File: src/rtl/interrupt_unit_pkg.sv
// Shared vector addresses, state encodings and helpers
// for the interrupt unit and its priority encoder.
package interrupt_unit_pkg;

  localparam logic [15:0] VEC_RESET    = 16'hFFFE;
  localparam logic [15:0] VEC_NMI      = 16'hFFFC;
  localparam logic [15:0] VEC_IRQ_BASE = 16'hFFE0;

  localparam int IDX_W = 4;
  localparam int CNT_W = 4;

  typedef enum logic [1:0] {
    INT_RESET  = 2'd0,
    INT_IDLE   = 2'd1,
    INT_PEND   = 2'd2,
    INT_LOCKED = 2'd3
  } int_state_e;

  function automatic logic [15:0] irq_vec(
    input logic [IDX_W-1:0] idx
  );
    return VEC_IRQ_BASE + {11'b0, idx, 1'b0};
  endfunction

endpackage

File: src/rtl/interrupt_unit_if.sv
// Request/acknowledge bundle between the interrupt unit
// and the CPU control path.
interface interrupt_unit_if #(
  parameter int N_IRQ = 14
) ();

  logic             PUC;
  logic             NMI;
  logic             NMIIE;
  logic [N_IRQ-1:0] IRQ;
  logic             GIE;
  logic             IF;
  logic             VACK;
  logic             rst;
  logic             INTREQ;
  logic [15:0]      VEC;
  logic [N_IRQ-1:0] IACK;
  logic             NMIACK;

  modport master (
    input  PUC, NMI, NMIIE, IRQ, GIE, IF, VACK,
    output rst, INTREQ, VEC, IACK, NMIACK
  );

  modport slave (
    output PUC, NMI, NMIIE, IRQ, GIE, IF, VACK,
    input  rst, INTREQ, VEC, IACK, NMIACK
  );

endinterface

File: src/rtl/interrupt_unit_priority_enc.sv
// Fixed-priority arbiter: NMI first, then the highest
// numbered maskable request.
module int_priority_enc
  import interrupt_unit_pkg::*;
#(
  parameter int N_IRQ = 14
) (
  input  logic             nmi,
  input  logic [N_IRQ-1:0] irq,
  output logic             valid,
  output logic             nmi_sel,
  output logic [IDX_W-1:0] idx,
  output logic [15:0]      vec
);

  always_comb begin
    valid   = nmi | (|irq);
    nmi_sel = nmi;
    idx     = '0;
    for (int i = 0; i < N_IRQ; i++)
      if (irq[i]) idx = IDX_W'(i);
    if (nmi)
      vec = VEC_NMI;
    else if (|irq)
      vec = irq_vec(idx);
    else
      vec = '0;
  end

endmodule

File: src/rtl/interrupt_unit.sv
// Reset sequencing, NMI capture and interrupt arbitration.
// Define INT_SYNC_EN to add 2-flop input synchronizers.
module interrupt_unit
  import interrupt_unit_pkg::*;
#(
  parameter int N_IRQ      = 14,
  parameter int RST_CYCLES = 4
) (
  input logic          clk,
  input logic          rst_n,
  interrupt_unit_if.master bus
);

  int_state_e       state;
  logic [CNT_W-1:0] cnt;
  logic             nmi_pend;
  logic             nmi_prev;
  logic             lock_nmi;
  logic [IDX_W-1:0] lock_idx;
  logic [15:0]      lock_vec;
  logic [N_IRQ-1:0] iack;
  logic             nmiack;

  logic             nmi_s;
  logic [N_IRQ-1:0] irq_s;

`ifdef INT_SYNC_EN
  logic [1:0]       nmi_sy;
  logic [N_IRQ-1:0] irq_sy0;
  logic [N_IRQ-1:0] irq_sy1;

  always_ff @(posedge clk or negedge rst_n) begin
    if (!rst_n) begin
      nmi_sy  <= '0;
      irq_sy0 <= '0;
      irq_sy1 <= '0;
    end else begin
      nmi_sy  <= {nmi_sy[0], bus.NMI};
      irq_sy0 <= bus.IRQ;
      irq_sy1 <= irq_sy0;
    end
  end

  assign nmi_s = nmi_sy[1];
  assign irq_s = irq_sy1;
`else
  assign nmi_s = bus.NMI;
  assign irq_s = bus.IRQ;
`endif

  logic             nmi_edge;
  logic             nmi_hot;
  logic [N_IRQ-1:0] irq_hot;
  logic             enc_valid;
  logic             enc_nmi;
  logic [IDX_W-1:0] enc_idx;
  logic [15:0]      enc_vec;

  // A fresh edge is serviceable in the cycle it is seen
  assign nmi_edge = nmi_s & ~nmi_prev;
  assign nmi_hot  = (nmi_pend | nmi_edge) & bus.NMIIE;
  assign irq_hot  = irq_s & {N_IRQ{bus.GIE}};

  int_priority_enc #(
    .N_IRQ (N_IRQ)
  ) u_enc (
    .nmi     (nmi_hot),
    .irq     (irq_hot),
    .valid   (enc_valid),
    .nmi_sel (enc_nmi),
    .idx     (enc_idx),
    .vec     (enc_vec)
  );

  always_ff @(posedge clk or negedge rst_n) begin
    if (!rst_n) begin
      state    <= INT_RESET;
      cnt      <= RST_CYCLES[CNT_W-1:0];
      nmi_pend <= 1'b0;
      nmi_prev <= 1'b0;
      lock_nmi <= 1'b0;
      lock_idx <= '0;
      lock_vec <= '0;
      iack     <= '0;
      nmiack   <= 1'b0;
    end else begin
      nmi_prev <= nmi_s;
      iack     <= '0;
      nmiack   <= 1'b0;
      if (bus.PUC) begin
        state    <= INT_RESET;
        cnt      <= RST_CYCLES[CNT_W-1:0];
        nmi_pend <= 1'b0;
        lock_nmi <= 1'b0;
        lock_idx <= '0;
        lock_vec <= '0;
      end else begin
        if (state != INT_RESET && nmi_edge)
          nmi_pend <= 1'b1;
        unique case (state)
          INT_RESET: begin
            cnt <= cnt - 1'b1;
            if (cnt == CNT_W'(1))
              state <= INT_IDLE;
          end
          INT_IDLE: begin
            if (enc_valid)
              state <= INT_PEND;
          end
          INT_PEND: begin
            if (!enc_valid) begin
              state <= INT_IDLE;
            end else if (bus.IF) begin
              state    <= INT_LOCKED;
              lock_nmi <= enc_nmi;
              lock_idx <= enc_idx;
              lock_vec <= enc_vec;
            end
          end
          INT_LOCKED: begin
            if (bus.VACK) begin
              state <= INT_IDLE;
              if (lock_nmi) begin
                nmiack <= 1'b1;
                if (!nmi_edge)
                  nmi_pend <= 1'b0;
              end else begin
                for (int i = 0; i < N_IRQ; i++)
                  iack[i] <= (lock_idx == IDX_W'(i));
              end
            end
          end
        endcase
      end
    end
  end

  logic [15:0] vec;

  always_comb begin
    vec = '0;
    unique case (state)
      INT_RESET:  vec = VEC_RESET;
      INT_IDLE:   vec = '0;
      INT_PEND:   vec = enc_vec;
      INT_LOCKED: vec = lock_vec;
    endcase
  end

  assign bus.rst    = (state == INT_RESET);
  assign bus.INTREQ = (state == INT_PEND);
  assign bus.VEC    = vec;
  assign bus.IACK   = iack;
  assign bus.NMIACK = nmiack;

endmodule

File: src/flat_wrapper.sv
// flat-port wrapper written by rule: the top's interface ports become plain ports
module interrupt_unit_flat import interrupt_unit_pkg::*;
#(
  parameter int N_IRQ      = 14,
  parameter int RST_CYCLES = 4
)
  (clk, rst_n, bus_PUC, bus_NMI, bus_NMIIE, bus_IRQ, bus_GIE, bus_IF, bus_VACK, bus_rst, bus_INTREQ, bus_VEC, bus_IACK, bus_NMIACK);
  interrupt_unit_if #(.N_IRQ(N_IRQ)) bus_i ();
  input logic clk;
  input logic rst_n;
  input wire logic [$bits(bus_i.PUC)-1:0] bus_PUC;
  input wire logic [$bits(bus_i.NMI)-1:0] bus_NMI;
  input wire logic [$bits(bus_i.NMIIE)-1:0] bus_NMIIE;
  input wire logic [$bits(bus_i.IRQ)-1:0] bus_IRQ;
  input wire logic [$bits(bus_i.GIE)-1:0] bus_GIE;
  input wire logic [$bits(bus_i.IF)-1:0] bus_IF;
  input wire logic [$bits(bus_i.VACK)-1:0] bus_VACK;
  output wire logic [$bits(bus_i.rst)-1:0] bus_rst;
  output wire logic [$bits(bus_i.INTREQ)-1:0] bus_INTREQ;
  output wire logic [$bits(bus_i.VEC)-1:0] bus_VEC;
  output wire logic [$bits(bus_i.IACK)-1:0] bus_IACK;
  output wire logic [$bits(bus_i.NMIACK)-1:0] bus_NMIACK;
  assign bus_i.PUC = bus_PUC;
  assign bus_i.NMI = bus_NMI;
  assign bus_i.NMIIE = bus_NMIIE;
  assign bus_i.IRQ = bus_IRQ;
  assign bus_i.GIE = bus_GIE;
  assign bus_i.IF = bus_IF;
  assign bus_i.VACK = bus_VACK;
  assign bus_rst = bus_i.rst;
  assign bus_INTREQ = bus_i.INTREQ;
  assign bus_VEC = bus_i.VEC;
  assign bus_IACK = bus_i.IACK;
  assign bus_NMIACK = bus_i.NMIACK;
  interrupt_unit #(.N_IRQ(N_IRQ), .RST_CYCLES(RST_CYCLES)) u_core (.clk(clk), .rst_n(rst_n), .bus(bus_i));
endmodule
File: config.mk
export PLATFORM = sky130hd
export DESIGN_NAME = interrupt_unit_flat
export DESIGN_NICKNAME = d
export VERILOG_FILES = /design/src/rtl/interrupt_unit_pkg.sv /design/src/rtl/interrupt_unit_if.sv /design/src/rtl/interrupt_unit_priority_enc.sv /design/src/rtl/interrupt_unit.sv /design/src/flat_wrapper.sv
export SDC_FILE = /design/constraint.sdc
export NUM_CORES = 1
export LEC_CHECK = 0
export CAP_MARGIN = 10
export CORE_MARGIN = 10
export CORE_UTILIZATION = 29
export DETAILED_ROUTE_END_ITERATION = 8
export GPL_TIMING_DRIVEN = 0
export PLACE_DENSITY = 0.62
export SLEW_MARGIN = 20
export SYNTH_ARGS = -nofsm -noshare
export SYNTH_HDL_FRONTEND = slang
export SYNTH_SLANG_ARGS = --single-unit
File: constraint.sdc
create_clock -name clk -period 2.1 [get_ports clk]
set_input_delay 0.21 -clock clk [delete_from_list [all_inputs] [get_ports clk]]
set_output_delay 0.21 -clock clk [all_outputs]
set_load 0.02 [all_outputs]
-- Word-level counts from Yosys, hierarchy flattened
Cells that the tools add are included.
- add/sub/neg operators: 2
- equality and inequality tests: 21
- mux-type cells: 51
- bitwise logic cells: 6
- reduce and logical (&&, ||, !) cells: 11
- operators with widths (operator ; count):
    $mux W16 ; 6
    $mux W4 ; 18
    $pmux W16 S4 ; 1
    $mux W14 ; 4
    $eq A4 B4 Y1 const B ; 6
    $eq A4 B3 Y1 const B ; 4
    $mux W1 ; 15
    $and A14 B14 Y14 ; 1
    $reduce_or A14 Y1 ; 1
    $mux W2 ; 6
    $reduce_bool A2 Y1 ; 5
    $eq A4 B1 Y1 const B ; 2
    $eq A4 B2 Y1 const B ; 2
    $pmux W2 S4 ; 1
    $add A6 B6 Y7 const A ; 1
    $ne A3 B2 Y1 const B ; 2
    $eq A2 B2 Y1 const B ; 2
    $logic_not A4 Y1 ; 1
    $ne A4 B4 Y1 const B ; 1
    $reduce_and A4 Y1 ; 1
    $sub A4 B1 Y4 const B ; 1
    $ne A3 B3 Y1 const B ; 1
    $reduce_and A3 Y1 ; 1
    $and A1 B1 Y1 ; 2
    5 further kinds ; 6
- flip-flop bits (word level): 44
- word-level logic and storage cells: 100

-- Longest topological paths before layout
- depth in word-level cells: 21
- depth in mapped cells: 8
- gate-level depth less buffers: 7

-- Hierarchy
A second synthesis with hierarchy kept.
- cell total of the unflattened synthesis: 265
- area total of the unflattened synthesis: 2423.6 sq um
- by module, submodules not included (module ; times used ; cells an instance ; area each (sq um) ; seq. area each (sq um)):
    interrupt_unit ; 1 ; 221 ; 2127.0 ; 1102.3
    int_priority_enc ; 1 ; 44 ; 296.5 ; 0.0

-- Worst setup path after synthesis
No wires, ideal clock.
- kind: register to register
- start point: register u_core.state[0]
- end point: register u_core.state[0]
- arrival time: 1.970 ns
- slack: 0.005 ns
- cell stages (with the launch flop): 9
- cell sequence: dfrtp_1 inv_1 ha_1 clkbuf_1 inv_1 o22ai_1 or4_1 o31a_1 mux2_4
- word-level cells in the longest chain between the ends: 3
- ends and longest elaborated chain (item ; RTL line ; RTL):
    start: declaration ; interrupt_unit.sv:14 ; int_state_e state;
    start signal: assignment ; interrupt_unit.sv:77 ; state <= INT_RESET;
    start signal: assignment ; interrupt_unit.sv:91 ; state <= INT_RESET;
    start signal: assignment ; interrupt_unit.sv:104 ; state <= INT_IDLE;
    $logic_not A2 Y1 (*) ; n/a ;
    named net bus_rst ; flat_wrapper.sv:18 ; output wire logic [$bits(bus_i.rst)-1:0] bus_rst;
    $ne A3 B2 Y1 (no source line) / $pmux W2 S4 (equally long branches) ; n/a ;
    $reduce_and A4 Y1 (no source line) / $mux W2 (equally long branches) ; n/a ;
The timed path passes the listed nets; every way through them passes the cells marked *.
A chain may end at the register's enable or synchronous reset.

-- Worst setup path in the final report
- start point: input port bus_NMI
- end point: output port bus_VEC[4]
- word-level cells in the longest chain between the ends: 5
- ends and longest elaborated chain (item ; RTL line ; RTL):
    start: declaration ; flat_wrapper.sv:12 ; input wire logic [$bits(bus_i.NMI)-1:0] bus_NMI;
    $and A1 B1 Y1 ; interrupt_unit.sv:60 ; assign nmi_edge = nmi_s & ~nmi_prev;
    $or A1 B1 Y1 ; interrupt_unit.sv:61 ; assign nmi_hot = (nmi_pend | nmi_edge) & bus.NMIIE;
    $and A1 B1 Y1 ; interrupt_unit.sv:61 ;
    $mux W16 ; interrupt_unit_priority_enc.sv:22 ; if (nmi)
    $pmux W16 S4 ; interrupt_unit.sv:142 ; unique case (state)
    end: declaration ; flat_wrapper.sv:20 ; output wire logic [$bits(bus_i.VEC)-1:0] bus_VEC;
Every way passes these cells.

==> parameters.txt <==
Parameter                              Value

Yosys
  Total standard cell area after synthesis ... ~1800 µm²
  Number of enable-type register cells in the synthesized netlist ... 0
  Count leader, synth ... sky130_fd_sc_hd__nor2_1
  Dominant cell type by area after synthesis ... sky130_fd_sc_hd__dfrtp_1
  Leading post-synthesis cells by instance count ... sky130_fd_sc_hd__nor2_1, sky130_fd_sc_hd__dfrtp_1, sky130_fd_sc_hd__inv_1
  Number of different library cells in the post-synthesis netlist ... 45
  Number of synthesized register bits ... 33
  Sequential element share of the synthesized area ... 0.4639
  Share of the synthesized area in the top cell type ... 0.4491
  Synth warn ... 0
  Prevailing post-synth register cell ... sky130_fd_sc_hd__dfrtp_1
  Post-synth net total ... 219
  Fraction of registers with async set or reset after synthesis ... 1.000
  Post-Synthesis Cells ... 190
  Average cell area after synthesis ... approximately 9.4 µm²
  Biggest area contributors in the synthesized netlist ... sky130_fd_sc_hd__dfrtp_1, sky130_fd_sc_hd__nor2_1, sky130_fd_sc_hd__ha_1

Global route
  Via count of the first global-routing pass ... ~1,600
  Global-route wire length before repair ... 7990 µm
  Largest net degree at the start of global routing ... 33
  Initial antenna violation count ... 0
  Overflow after GRT ... 0
  Global-route usage over all layers ... 0.09922

Timing
  Max-slew violation total from the final report ... 0
  Transition at the pin with the smallest max-transition slack ... roughly 0.58 ns
  Setup repair after global routing missed its margin ... yes
  Crit share post-route ... 0.9911
  Endpoints failing setup ... 0
  Worst slew margin ... 0.6113
  Maximum clock frequency ... roughly 480 MHz
  Clock period minus worst slack ... ~2.1 ns
  Final hold violation count ... 0
  Clock Skew ... 0.005752 ns
  Final-layout worst hold slack ... about 0.24 ns

Clock network
  Maximum level of the CTS H-tree ... 2
  Clock sink total ... 33
  Root buffer selected by CTS ... sky130_fd_sc_hd__clkbuf_8
  Maximum clock path buffer count ... 2
  TritonCTS clock tree ... done
  Num CTS Buffers ... 5
  Clock insertion delay at the later pin of the skew report ... between 0.2 and 0.3 ns
  Clock slew seen by the registers of the worst setup and hold paths ... about 0.060 ns

Run status
  Run status ... finished, final reports clean

Cells and area
  Area delta synth->final ... 44.00%
  Total Nets Final ... between 200 and 300
  Proportion of layout cells with a drive suffix above 1 ... 0.2432
  Diode insertion count for antenna repair ... 0
  Final standard cell count with taps included and fillers excluded ... ~330
  Core occupancy in the finished layout ... 0.4311
  Final-layout fill cell count ... 600
  Non-Filler Cell Area, Final ... 2567 µm²

Power and ir drop
  P_leak ... around 1.1 nW
  Peak supply drop ... about 0.28 mV
  Power per cell area ... 713.1 nW/µm²
  Total power after layout ... around 1.8 mW

Worst setup path
  Maximum net fanout on the critical path ... 3
  Worst setup path category ... in2out
  CP Data Required Time ... about 1.9 ns
  Critical path launch point type ... input port
  Category of the worst setup path capture point ... output pin
  Launch point of the worst path ... bus_NMI
  Critical R2R Launch ... u_core.state[1]
  Arrival @ worst endpoint ... 1.87 ns

Worst hold path
  Hold Crit Class ... in2async

Placed design
  Instance area after placement ... about 2400 µm²
  Buffers added on ports ... 51
  Global placer's final weighted congestion ... around 0.75
  Placed wire-length estimate ... approximately 3500 µm
  Placed cell count ... roughly 320

Routing
  Avg Vias per Cell ... between 4 and 5
  Post-detailed-route count of antenna-violating nets ... 0
  Via count ... roughly 1,600
  First DRT Iteration DRCs ... just under 60
  First-pass iteration count of the detailed router ... 4
  Average detailed-routed wire length per instance ... between 10 and 15 µm
  Total routed wirelength ... between 4000 and 5000 µm
  Number of DRC violations after detailed routing ... 0

Floorplanning
  Area of the core region ... 5956 µm²
  Starting density of the core ... 0.2994
  Total die area ... 9685 µm²
  IO Count ... 55
  Height of the die ... 98.41 µm
  Number of placement rows ... 28
  Floorplan die width ... between 90 and 100 µm

Flow run
  Number of max-cap violations ... 0
[flip-flops by register name, summed over array words and instances (netlist names)]
name,count
u_core.bus.IACK,14
u_core.bus.NMIACK,1
u_core.cnt,4
u_core.lock_idx,4
u_core.lock_nmi,1
u_core.lock_vec,5
u_core.nmi_pend,1
u_core.nmi_prev,1
u_core.state,2
[cell usage in the layout (no fill, tap or decap), types with 2 or more instances in the layout]
cell,instances
sky130_fd_sc_hd__nand3_1,5
sky130_fd_sc_hd__inv_2,2
sky130_fd_sc_hd__xnor2_1,2
sky130_fd_sc_hd__o31ai_2,3
sky130_fd_sc_hd__o31a_1,2
sky130_fd_sc_hd__dfrtp_1,32
sky130_fd_sc_hd__clkdlybuf4s50_1,25
sky130_fd_sc_hd__o211a_1,2
sky130_fd_sc_hd__dlygate4sd2_1,11
sky130_fd_sc_hd__ha_1,6
sky130_fd_sc_hd__o21ai_4,2
sky130_fd_sc_hd__buf_1,2
sky130_fd_sc_hd__o21ai_1,3
sky130_fd_sc_hd__a211oi_1,2
sky130_fd_sc_hd__clkbuf_8,5
sky130_fd_sc_hd__nand2_1,10
sky130_fd_sc_hd__o21ai_0,4
sky130_fd_sc_hd__nor2_1,33
sky130_fd_sc_hd__nor3_1,6
sky130_fd_sc_hd__a21oi_1,10
sky130_fd_sc_hd__o41ai_4,2
sky130_fd_sc_hd__inv_1,11
sky130_fd_sc_hd__nor2b_1,2
sky130_fd_sc_hd__nand2b_1,3
sky130_fd_sc_hd__a31oi_1,2
sky130_fd_sc_hd__buf_4,22
sky130_fd_sc_hd__clkinv_2,2
sky130_fd_sc_hd__buf_2,13
sky130_fd_sc_hd__clkbuf_1,3
[layout make-up]
type / count / area, µm² / area share
inverter: 13 / 48.80 / 0.01901
clock buffer: 6 / 72.57 / 0.02827
sequential: 33 / 827.0 / 0.3221
timing repair buffer: 61 / 521.8 / 0.2032
clock inverter: 2 / 10.01 / 0.003899
multi-input combinational: 127 / 883.3 / 0.3441
buffer: 17 / 110.1 / 0.04289
tap: 75 / 93.84 / 0.03655
[what timing repair did]
| item | CTS | global route |
|---|---|---|
| endpoints found under the setup margin | 17 | 24 |
| resized for setup | 86 | 10 |
| cloned | 1 | 0 |
| pin swaps | 10 | 6 |
| hold buffers | 1 | 0 |
| hold endpoints to repair | 32 | 0 |
| setup buffers | 5 | 3 |
[path summary, 6_finish.rpt]
path                                      end  slack, ns  cells past startpoint
max reg2reg                   u_core.state[0]       0.08                      8
min                        u_core.bus.IACK[1]       0.24                      2
min in group clk           u_core.lock_idx[1]       0.32                      3
min reg2reg                u_core.lock_vec[1]       0.53                      2
max in group asynchronous       u_core.cnt[2]       1.44                      3
max                                bus_VEC[4]       0.02                      6
[critical path, stage by stage]
cell and delay (ns):
sky130_fd_sc_hd__clkdlybuf4s50_1 0.41, sky130_fd_sc_hd__nor2b_1 0.16, sky130_fd_sc_hd__o21ai_1 0.30, sky130_fd_sc_hd__nand3_1 0.16, sky130_fd_sc_hd__a221o_1 0.32, sky130_fd_sc_hd__dlygate4sd2_1 0.32
[power by group]
group          leakage (nW)  switching [mW]  internal, mW
Clock                0.0450           0.225         0.229
Sequential            0.452          0.0357         0.681
Combinational         0.619           0.354         0.306
[cells by family after synthesis]
| kind of cell | count (synthesis) | share of synthesized area |
|---|---|---|
| AND/OR/NAND/NOR | 69 | 0.1783 |
| other | 1 | 0.002103 |
| multiplexers | 2 | 0.01403 |
| AO/OA/AOI/OAI | 45 | 0.1937 |
| adder cells (fa/ha/maj) | 7 | 0.04912 |
| buffers and inverters | 31 | 0.08912 |
| XOR/XNOR | 2 | 0.009826 |
| flip-flops | 33 | 0.4639 |
[per-stage QoR]
step,worst slack [ns],setup TNS [ns]
6_report,0.01875,0
5_1_grt,-0.03789,-0.07185
4_1_cts,-0.005872,-0.005872
3_5_place_dp,-0.8791,-13.38
3_3_place_gp,-0.8653,-13.25
2_1_floorplan,0.004742,0
[per-layer routing]
layer  wire (µm)  up-vias  share of wire  GRT usage
met3         311        7          0.067    0.03841
met2        2425       32           0.52     0.1689
met4          58        0          0.012    0.04079
met5           0        -              0          0
met1        1877      743           0.40     0.1079
li1            -      790              -          -
Power figures use the tool's default switching activity.
